<file path="config.mk">
export PLATFORM = sky130hd
export DESIGN_NAME = video_src_switch_ctrl
export DESIGN_NICKNAME = d
export VERILOG_FILES = /design/src/rtl/video_src_switch_ctrl.sv
export SDC_FILE = /design/constraint.sdc
export NUM_CORES = 1
export LEC_CHECK = 0
export CORE_AREA = 2 2 110 112
export DETAILED_ROUTE_END_ITERATION = 16
export DIE_AREA = 0 0 112 114
export MAX_ROUTING_LAYER = met4
export PLACE_DENSITY = 0.48
export SLEW_MARGIN = 20
export SYNTH_ARGS = -nofsm -noshare
export SYNTH_HDL_FRONTEND = slang
export SYNTH_SLANG_ARGS = --single-unit
</file>
<file path="constraint.sdc">
create_clock -name clk -period 2.6 [get_ports clk]
set_clock_uncertainty 0.05 [all_clocks]
set_input_delay 0.78 -clock clk [delete_from_list [all_inputs] [get_ports clk]]
set_output_delay 0.78 -clock clk [all_outputs]
set_load 0.05 [all_outputs]
</file>
<file path="src/rtl/video_src_switch_ctrl.sv">
// rtl/video_src_switch_ctrl.sv - frame-aligned source select, geometry check and stall watchdog for the pattern stage
module video_src_switch_ctrl #(
  parameter int H_ACTIVE = 640,
  parameter int V_ACTIVE = 480,
  parameter int TIMEOUT  = 1048576,
  parameter int FCNT_W   = 16
) (
  input  logic              clk,
  input  logic              rstn,
  input  logic              i_sel_req,
  input  logic              i_fallback_en,
  input  logic              i_err_clr,
  input  logic              i_vid_tvalid,
  input  logic              i_vid_tready,
  input  logic              i_vid_tuser,
  input  logic              i_vid_tlast,
  output logic              o_sel_stat,
  output logic              o_switch_pending,
  output logic              o_src_lost,
  output logic              o_in_frame,
  output logic [FCNT_W-1:0] o_frame_cnt,
  output logic              o_line_err,
  output logic              o_sof_err
);

  localparam int PW = (H_ACTIVE > 1) ? $clog2(H_ACTIVE) : 1;
  localparam int LW = (V_ACTIVE > 1) ? $clog2(V_ACTIVE) : 1;
  localparam int WW = $clog2(TIMEOUT);
  localparam logic [PW-1:0] PIX_LAST  = PW'(H_ACTIVE - 1);
  localparam logic [LW-1:0] LINE_LAST = LW'(V_ACTIVE - 1);
  localparam logic [WW-1:0] WD_LAST   = WW'(TIMEOUT - 1);

  typedef enum logic [1:0] {
    ST_IDLE  = 2'd0,
    ST_FRAME = 2'd1,
    ST_LOST  = 2'd2
  } state_t;

  state_t            r_state;
  logic              r_sel_stat;
  logic              r_switch_pending;
  logic              r_src_lost;
  logic              r_in_frame;
  logic [FCNT_W-1:0] r_frame_cnt;
  logic              r_line_err;
  logic              r_sof_err;
  logic [PW-1:0]     r_pix_cnt;
  logic [LW-1:0]     r_line_cnt;
  logic [WW-1:0]     r_wd_cnt;

  logic          w_beat;
  logic          w_sof;
  logic          w_eol;
  logic          w_expire;
  logic [PW-1:0] w_pix_idx;
  logic [LW-1:0] w_line_idx;
  logic          w_frame_end;
  logic          w_line_err_set;
  logic          w_sof_err_set;
  logic          w_forced_sel;

  // A SOF beat is pixel 0 of line 0, so the EOL check of a SOF+EOL beat sees position 0.
  assign w_beat      = i_vid_tvalid & i_vid_tready;
  assign w_sof       = w_beat & i_vid_tuser;
  assign w_eol       = w_beat & i_vid_tlast;
  assign w_expire    = ~w_beat & (r_wd_cnt == WD_LAST);
  assign w_pix_idx   = i_vid_tuser ? '0 : r_pix_cnt;
  assign w_line_idx  = i_vid_tuser ? '0 : r_line_cnt;
  assign w_frame_end = w_eol & (w_line_idx == LINE_LAST);
  assign w_forced_sel = i_fallback_en | r_sel_stat;

  assign w_line_err_set = w_beat & (i_vid_tlast ? (w_pix_idx != PIX_LAST) : (w_pix_idx == PIX_LAST));
  assign w_sof_err_set  = w_beat & (i_vid_tuser ? r_in_frame : ~r_in_frame);

  // Pending flag compares the request with the selection that will be in force after this edge.
  function automatic logic f_pend(input logic req, input logic fb, input logic sel_nxt, input logic lost_nxt);
    return req != ((lost_nxt & fb) | sel_nxt);
  endfunction

  // Idle-cycle watchdog: cleared by any accepted beat, saturates at the expiry value.
  always_ff @(posedge clk or negedge rstn) begin
    if (!rstn) begin
      r_wd_cnt <= '0;
    end else if (w_beat) begin
      r_wd_cnt <= '0;
    end else if (r_wd_cnt != WD_LAST) begin
      r_wd_cnt <= r_wd_cnt + WW'(1);
    end
  end

  // Pixel/line position and frame counter; a watchdog expiry discards the partial frame.
  always_ff @(posedge clk or negedge rstn) begin
    if (!rstn) begin
      r_pix_cnt   <= '0;
      r_line_cnt  <= '0;
      r_frame_cnt <= '0;
    end else if (w_expire) begin
      r_pix_cnt  <= '0;
      r_line_cnt <= '0;
    end else if (w_beat) begin
      r_frame_cnt <= r_frame_cnt + FCNT_W'(i_vid_tuser);
      if (i_vid_tlast) begin
        r_pix_cnt  <= '0;
        r_line_cnt <= (w_line_idx == LINE_LAST) ? '0 : w_line_idx + LW'(1);
      end else begin
        r_pix_cnt  <= (w_pix_idx == PIX_LAST) ? '0 : w_pix_idx + PW'(1);
        r_line_cnt <= w_line_idx;
      end
    end
  end

  // Sticky geometry errors; a new error in the clear cycle keeps the flag set.
  always_ff @(posedge clk or negedge rstn) begin
    if (!rstn) begin
      r_line_err <= 1'b0;
      r_sof_err  <= 1'b0;
    end else begin
      r_line_err <= w_line_err_set | (r_line_err & ~i_err_clr);
      r_sof_err  <= w_sof_err_set  | (r_sof_err  & ~i_err_clr);
    end
  end

  // Source-select FSM: selection only moves outside a frame or at its last beat.
  always_ff @(posedge clk or negedge rstn) begin
    if (!rstn) begin
      r_state          <= ST_IDLE;
      r_sel_stat       <= 1'b0;
      r_switch_pending <= 1'b0;
      r_src_lost       <= 1'b0;
      r_in_frame       <= 1'b0;
    end else if (w_expire) begin
      r_state          <= ST_LOST;
      r_src_lost       <= 1'b1;
      r_in_frame       <= 1'b0;
      r_sel_stat       <= w_forced_sel;
      r_switch_pending <= f_pend(i_sel_req, i_fallback_en, w_forced_sel, 1'b1);
    end else if (w_frame_end && (w_sof || r_state == ST_FRAME)) begin
      r_state          <= ST_IDLE;
      r_src_lost       <= 1'b0;
      r_in_frame       <= 1'b0;
      r_sel_stat       <= i_sel_req;
      r_switch_pending <= 1'b0;
    end else if (w_sof) begin
      r_state          <= ST_FRAME;
      r_src_lost       <= 1'b0;
      r_in_frame       <= 1'b1;
      r_switch_pending <= f_pend(i_sel_req, i_fallback_en, r_sel_stat, 1'b0);
    end else begin
      case (r_state)
        ST_IDLE: begin
          r_sel_stat       <= i_sel_req;
          r_switch_pending <= 1'b0;
        end
        ST_FRAME: begin
          r_switch_pending <= f_pend(i_sel_req, i_fallback_en, r_sel_stat, 1'b0);
        end
        ST_LOST: begin
          r_sel_stat       <= w_forced_sel;
          r_switch_pending <= f_pend(i_sel_req, i_fallback_en, w_forced_sel, 1'b1);
        end
        default: begin
          r_state <= ST_IDLE;
        end
      endcase
    end
  end

  assign o_sel_stat       = r_sel_stat;
  assign o_switch_pending = r_switch_pending;
  assign o_src_lost       = r_src_lost;
  assign o_in_frame       = r_in_frame;
  assign o_frame_cnt      = r_frame_cnt;
  assign o_line_err       = r_line_err;
  assign o_sof_err        = r_sof_err;

endmodule

</file>
==> flow_summary.ini <==
[run_status]
outcome = complete, no violations

[floorplan]
pin_count = 31
placementRows = 40
die_w_microns = 112
start_util_pct = 29.89
dieArea_sq_mm = 0.01277
core-area_sq_mm = 0.01171
die_y_microns = 114

[grt]
grt_antenna_before_repair = 0
grt_overflow = 0
grt_max_degree = 23
grtUsageTotal_pct = 15.15
grt_pass1_vias = 2902
grt_first_pass_wirelength_microns = 14930

[clocking]
clock-sinks = 63
clock_latency_ns = 0.33
clk_root_buffer_cell = clkbuf_16
cts_tree = done
cts_buffer_depth = 2
h-tree-depth = 3
cts_buffers = 9
clk_transition_reported_paths_ns = 0.06

[yosys]
ys_seq_elements = 63
netlist_instances = 355
synthFlopType = dfrtp_1
syn-num-nets = 373
synthTopCellsByArea = dfrtp_1 (45%), xnor2_1 (6.3%), nor2_1 (3.8%)
ys.warnings.count = 0
synth_edf_count = 0
yosysTopAreaCell = dfrtp_1
ys_seq_area_share_pct = 45.03
syn_area_sq_mm = 0.003501
synthArstFlopShare_pct = 100.0
synth_cell_type_count = 58
synth_top_area_share_pct = 45.03
synth_area_per_cell_sq_um = 9.862

[finish]
synthToLayoutAreaGrowth_pct = 33.56
post_route_cells_drive_above_1_share_pct = 20.68
antenna_cells = 0
final-instance-count-excl-fill = 587
design_area_sq_mm = 0.004676
final_nets = 453

[timing]
finalSetupViolCount = 0
min_period_over_period_pct = 94.30
fin_crit_ns = 2.452
setup_tns_ns = 0
maxSlewHeadroom_pct = 53.45
worst_pin_slew_ns = 0.6983
fmax_mhz = 407.9
hold_viol_final = 0
final_max_slew_viol_count = 0
hold_slack_ns = 0.4089
setup_slack_ns = 0.1482
rsz0062_at_grt = false

[pwr]
leakage_nw = 2.053
intPower_w = 0.002088
power_density_mw_per_mm2 = 625.1
clkPwrFrac_pct = 44.5
pwr-share-comb_pct = 16.8
switchingPower_w = 0.0008353
vdd_drop_max_v = 0.0004132
seq_power_share_pct = 38.7
swShare_pct = 28.58

[drt]
ant_nets = 0
dr_wl_met3_microns = 239
dr_total_vias = 2856
m1WireLength_microns = 4324
drtIter0Drc = 143
routed_wl_microns = 8628
drt_first_pass_iters = 4
highest_layer = met4
avgViaCountPerCell = 4.865
drc = 0
wl_per_cell_microns = 14.70
route.met2.wl_microns = 3932

[placement]
dp_worst_setup_slack_ns = -0.4850
hpwl_microns = 6341
place_area_sq_mm = 0.004348
place_congestion = 0.7852
dp.cells = 571
port_buffers = 30

[critical_path]
path_class = register to output pin
cp_cell_sequence = clkdlybuf4s50_1
r2r-end = o_sel_stat
start_kind = register
cp_max_fo = 6
reg2reg_depth = 7
rrSetupSlack_ns = 0.47
crit_arrival_ns = 1.62
worstReg2RegStart = r_wd_cnt[0]
critical_path_buf_inv_count = 1
crit_family = buffers and inverters
cp_slowest_cell = clkdlybuf4s50_1
slowest_delay_ns = 0.85
cp_data_required_time_ns = 1.77
crit_path_end_kind = output pin

[worst_hold_path]
hold_path.class = input pin to async pin

[job]
maxCapViolations = 0
[layout by cell type, fill, tap and decap left out, drive strengths merged, types with 6 or more instances in the layout]
| cell type | synthesis | final |
|---|---|---|
| clkdlybuf4s50 | 0 | 28 |
| inv | 17 | 17 |
| nand2 | 30 | 30 |
| xnor2 | 25 | 25 |
| or3 | 6 | 6 |
| nand3 | 16 | 16 |
| dfrtp | 63 | 63 |
| nand4 | 7 | 7 |
| nor3 | 8 | 8 |
| a21oi | 14 | 14 |
| o21ai | 14 | 14 |
| a211oi | 6 | 6 |
| clkbuf | 6 | 9 |
| a22o | 6 | 6 |
| nor2 | 35 | 35 |
| ha | 9 | 9 |
| o22ai | 6 | 6 |
| buf | 8 | 54 |
| xor2 | 10 | 10 |
[Yosys cell counts (2+ instances only)]
library cell and n:
o41ai_1 5, and4_1 3, buf_2 6, nor3_2 2
nor2b_1 5, xor2_1 10, o22ai_1 6, nand2_1 30
nor2_1 35, a21o_1 3, a31oi_1 4, xnor2_1 25
or4_1 2, clkbuf_1 6, nor4_1 2, nor3_1 5
and2_1 4, nand2b_1 4, inv_1 17, a32o_1 2
a21oi_1 14, or3_1 5, o31ai_1 3, ha_1 9
o21ai_0 13, and3_1 5, nand3b_1 3, nand4_1 6
a211oi_1 6, dfrtp_1 63, o211ai_1 4, o211a_1 2
nand3_1 15, nor4_4 2, a22o_1 6
[worst max path at each step]
stage                   startpoint              to  cells past startpoint
finish              o_frame_cnt[6]  o_frame_cnt[6]                      1
global route           i_vid_tuser    r_pix_cnt[4]                      9
CTS                 o_frame_cnt[4]  o_frame_cnt[4]                      1
detailed placement     i_vid_tuser    r_pix_cnt[8]                     10
global placement       i_vid_tuser    r_pix_cnt[8]                     10
floorplan              i_vid_tuser   r_line_cnt[8]                     10
[power groups by stage]
stage                     logic (W)  clock network, W  registers, W
after floorplan            0.000162                 0       0.00127
after global placement     0.000490                 0       0.00115
after detailed placement   0.000497                 0       0.00115
after CTS                  0.000499           0.00135       0.00113
after global routing       0.000534           0.00139       0.00115
final                      0.000491           0.00130       0.00113
[through the flow]
step	util [%]	total power [W]
2_1_floorplan	-	0.001432
3_3_place_gp	37.09	0.001639
3_5_place_dp	37.13	0.001644
4_1_cts	39.93	0.002976
5_1_grt	39.93	0.003071
6_report	39.93	0.002923
[flip-flops by register name (all words and copies together), names as in the netlist]
signal,flops
o_sof_err,1
o_in_frame,1
r_state,2
o_sel_stat,1
r_wd_cnt,20
r_pix_cnt,10
o_line_err,1
r_line_cnt,9
o_frame_cnt,16
o_switch_pending,1
o_src_lost,1
[cell families after synthesis]
group                    after synthesis  share of synthesized area, %
flip-flops                            63                         45.03
buffers and inverters                 31                         3.645
XOR/XNOR                              35                         8.756
adder cells (fa/ha/maj)                9                         3.217
AO/OA/AOI/OAI                         76                         15.76
multiplexers                           1                        0.2859
AND/OR/NAND/NOR                      140                         23.30
[per-layer routing]
metal	global-route usage, %	up-vias
met5	-	-
met2	22.83	43
li1	-	1440
met1	20.23	1361
met4	5.610	0
met3	3.241	12
[layout make-up]
cell class	instances	area [sq um]
fill	1155	7036
multi-input combinational	261	1824
sequential	63	1577
timing repair buffer	83	704.4
clock buffer	9	225.2
tap	147	183.9
clock inverter	7	97.59
inverter	17	63.81
[what timing repair did]
action / CTS / global route
gates resized for setup: 2 / 0
hold buffers: 0 / 0
setup endpoints to repair: 8 / 0
buffers inserted: 0 / 0
endpoints found under the hold margin: 0 / 0
No activity file was read; power rests on OpenSTA's default activity.
==> RTL edit, RTL diff (same settings) <==
Make the reset (`rstn`) synchronous in 4 clocked blocks.
--- a/src/rtl/video_src_switch_ctrl.sv
+++ b/src/rtl/video_src_switch_ctrl.sv
@@ -78,7 +78,7 @@
   endfunction
 
   // Idle-cycle watchdog: cleared by any accepted beat, saturates at the expiry value.
-  always_ff @(posedge clk or negedge rstn) begin
+  always_ff @(posedge clk) begin
     if (!rstn) begin
       r_wd_cnt <= '0;
     end else if (w_beat) begin
@@ -89,7 +89,7 @@
   end
 
   // Pixel/line position and frame counter; a watchdog expiry discards the partial frame.
-  always_ff @(posedge clk or negedge rstn) begin
+  always_ff @(posedge clk) begin
     if (!rstn) begin
       r_pix_cnt   <= '0;
       r_line_cnt  <= '0;
@@ -110,7 +110,7 @@
   end
 
   // Sticky geometry errors; a new error in the clear cycle keeps the flag set.
-  always_ff @(posedge clk or negedge rstn) begin
+  always_ff @(posedge clk) begin
     if (!rstn) begin
       r_line_err <= 1'b0;
       r_sof_err  <= 1'b0;
@@ -121,7 +121,7 @@
   end
 
   // Source-select FSM: selection only moves outside a frame or at its last beat.
-  always_ff @(posedge clk or negedge rstn) begin
+  always_ff @(posedge clk) begin
     if (!rstn) begin
       r_state          <= ST_IDLE;
       r_sel_stat       <= 1'b0;
Formal check against the unedited RTL: differs if rstn is asserted again (counterexample within 4 cycles, from zero or initial values and one cycle with rstn low); with rstn held inactive, the same outputs for 10 cycles.
==> RTL edit against the unedited design <==
Setup slack got worse by 0.028 ns. Worst hold slack improved by 0.0038 ns. Synthesized area down 4.4%. Critical path type unchanged. First-iteration DRC count up 17%. Routed wire length shrank 2.1%. Design area shrank 7.3%. Utilization shrank 2.9 points. Count of clock-buffer cells in the layout increased by 4. Register-to-register slack improved by 0.02 ns. Sequential cell count unchanged. Largest cell class unchanged. Cell count increased by 5.8%. Via count rose by 8.4%.
Power is not compared: it rests on default switching activity, and its combinational part moved more than twofold at a synthesized area within 25%.
==> RTL edit: results (changes against the unedited design) <==
final_cells: 621  # +5.8%
average_detailed_routed_wire_length_per_instance_um: 13.60  # -7.5%
placed_cells_incl_taps: 605  # +6.0%
r2r_end: "o_switch_pending"
grtUsageMet1_pct: 17.03  # -3.2 points
rrSetupSlack_ns: 0.49  # +0.02 ns
holdCritPathClass: "register to register"
grt_pass1_wl_mm: 14.33  # -4.0%
route.met2.wl_mm: 3.813  # -3.0%
critPathCapture: "o_sel_stat"
route.met3.wl_um: 302  # +26%
timing.hold.ws_ns: 0.4126  # +0.003757 ns
yosysUniqueCellTypes: 55  # -5.2%
placement.setup.worst_slack_ns: -0.3976  # +0.08745 ns
dpl-instance-area_mm2: 0.004040  # -7.1%
portion_of_the_post_synthesis_area_used_by_sequential_elements_pct: 37.70  # -7.3 points
postSynthAreaPerCell_um2: 8.180  # -17%
timing.slew.headroom_pct: 65.70  # +12 points
status: "completed"
final_net_count: 487  # +7.5%
cell_types_occupying_the_most_area_after_synthesis: "sky130_fd_sc_hd__dfxtp_1 (38%), sky130_fd_sc_hd__xnor2_1 (5.2%), sky130_fd_sc_hd__nand2_1 (5.2%), sky130_fd_sc_hd__nand3_1 (3.9%), sky130_fd_sc_hd__a21oi_1 (3.7%)"
asyncSetResetFlopFracSynth_pct: 0  # -100 points
hpwlAfterDp_mm: 6.008  # -5.3%
via_count: 3096  # +8.4%
multi_input_comb_area_mm2: 0.001969  # +8.0%
RTL edit: cell count changes after synthesis, sizes merged, moves of 6 or more:
| cell | delta |
|---|---|
| dfrtp | -63 |
| a22o | -6 |
| inv | -7 |
| nand2 | +16 |
| dfxtp | +63 |
| a21oi | +11 |
| nor3 | +10 |
| nand3 | +10 |
| nand4 | +8 |
| clkbuf | +9 |
| and2 | +10 |
| a21boi | +8 |
RTL edit: logic make-up after synthesis:
logic type	Yosys count	share of synthesized area [%]
and+or+nand+nor	194	31.30
buffers and inverters	30	3.889
muxes	2	0.5984
DFF	63	37.70
adders and majority gates	9	3.366
AOI/OAI and AO/OA	85	16.34
xor gates and xnor gates	26	6.806
RTL edit: final cells by class:
type                            count  area share (%)
Timing Repair Buffer               69           13.65
Clock buffer                       13           5.770
Sequential cell                    63           29.08
Clock inverter                      3          0.9810
Tap cell                          147           4.241
Inverter                           10          0.8656
Multi-Input combinational cell    316           45.41
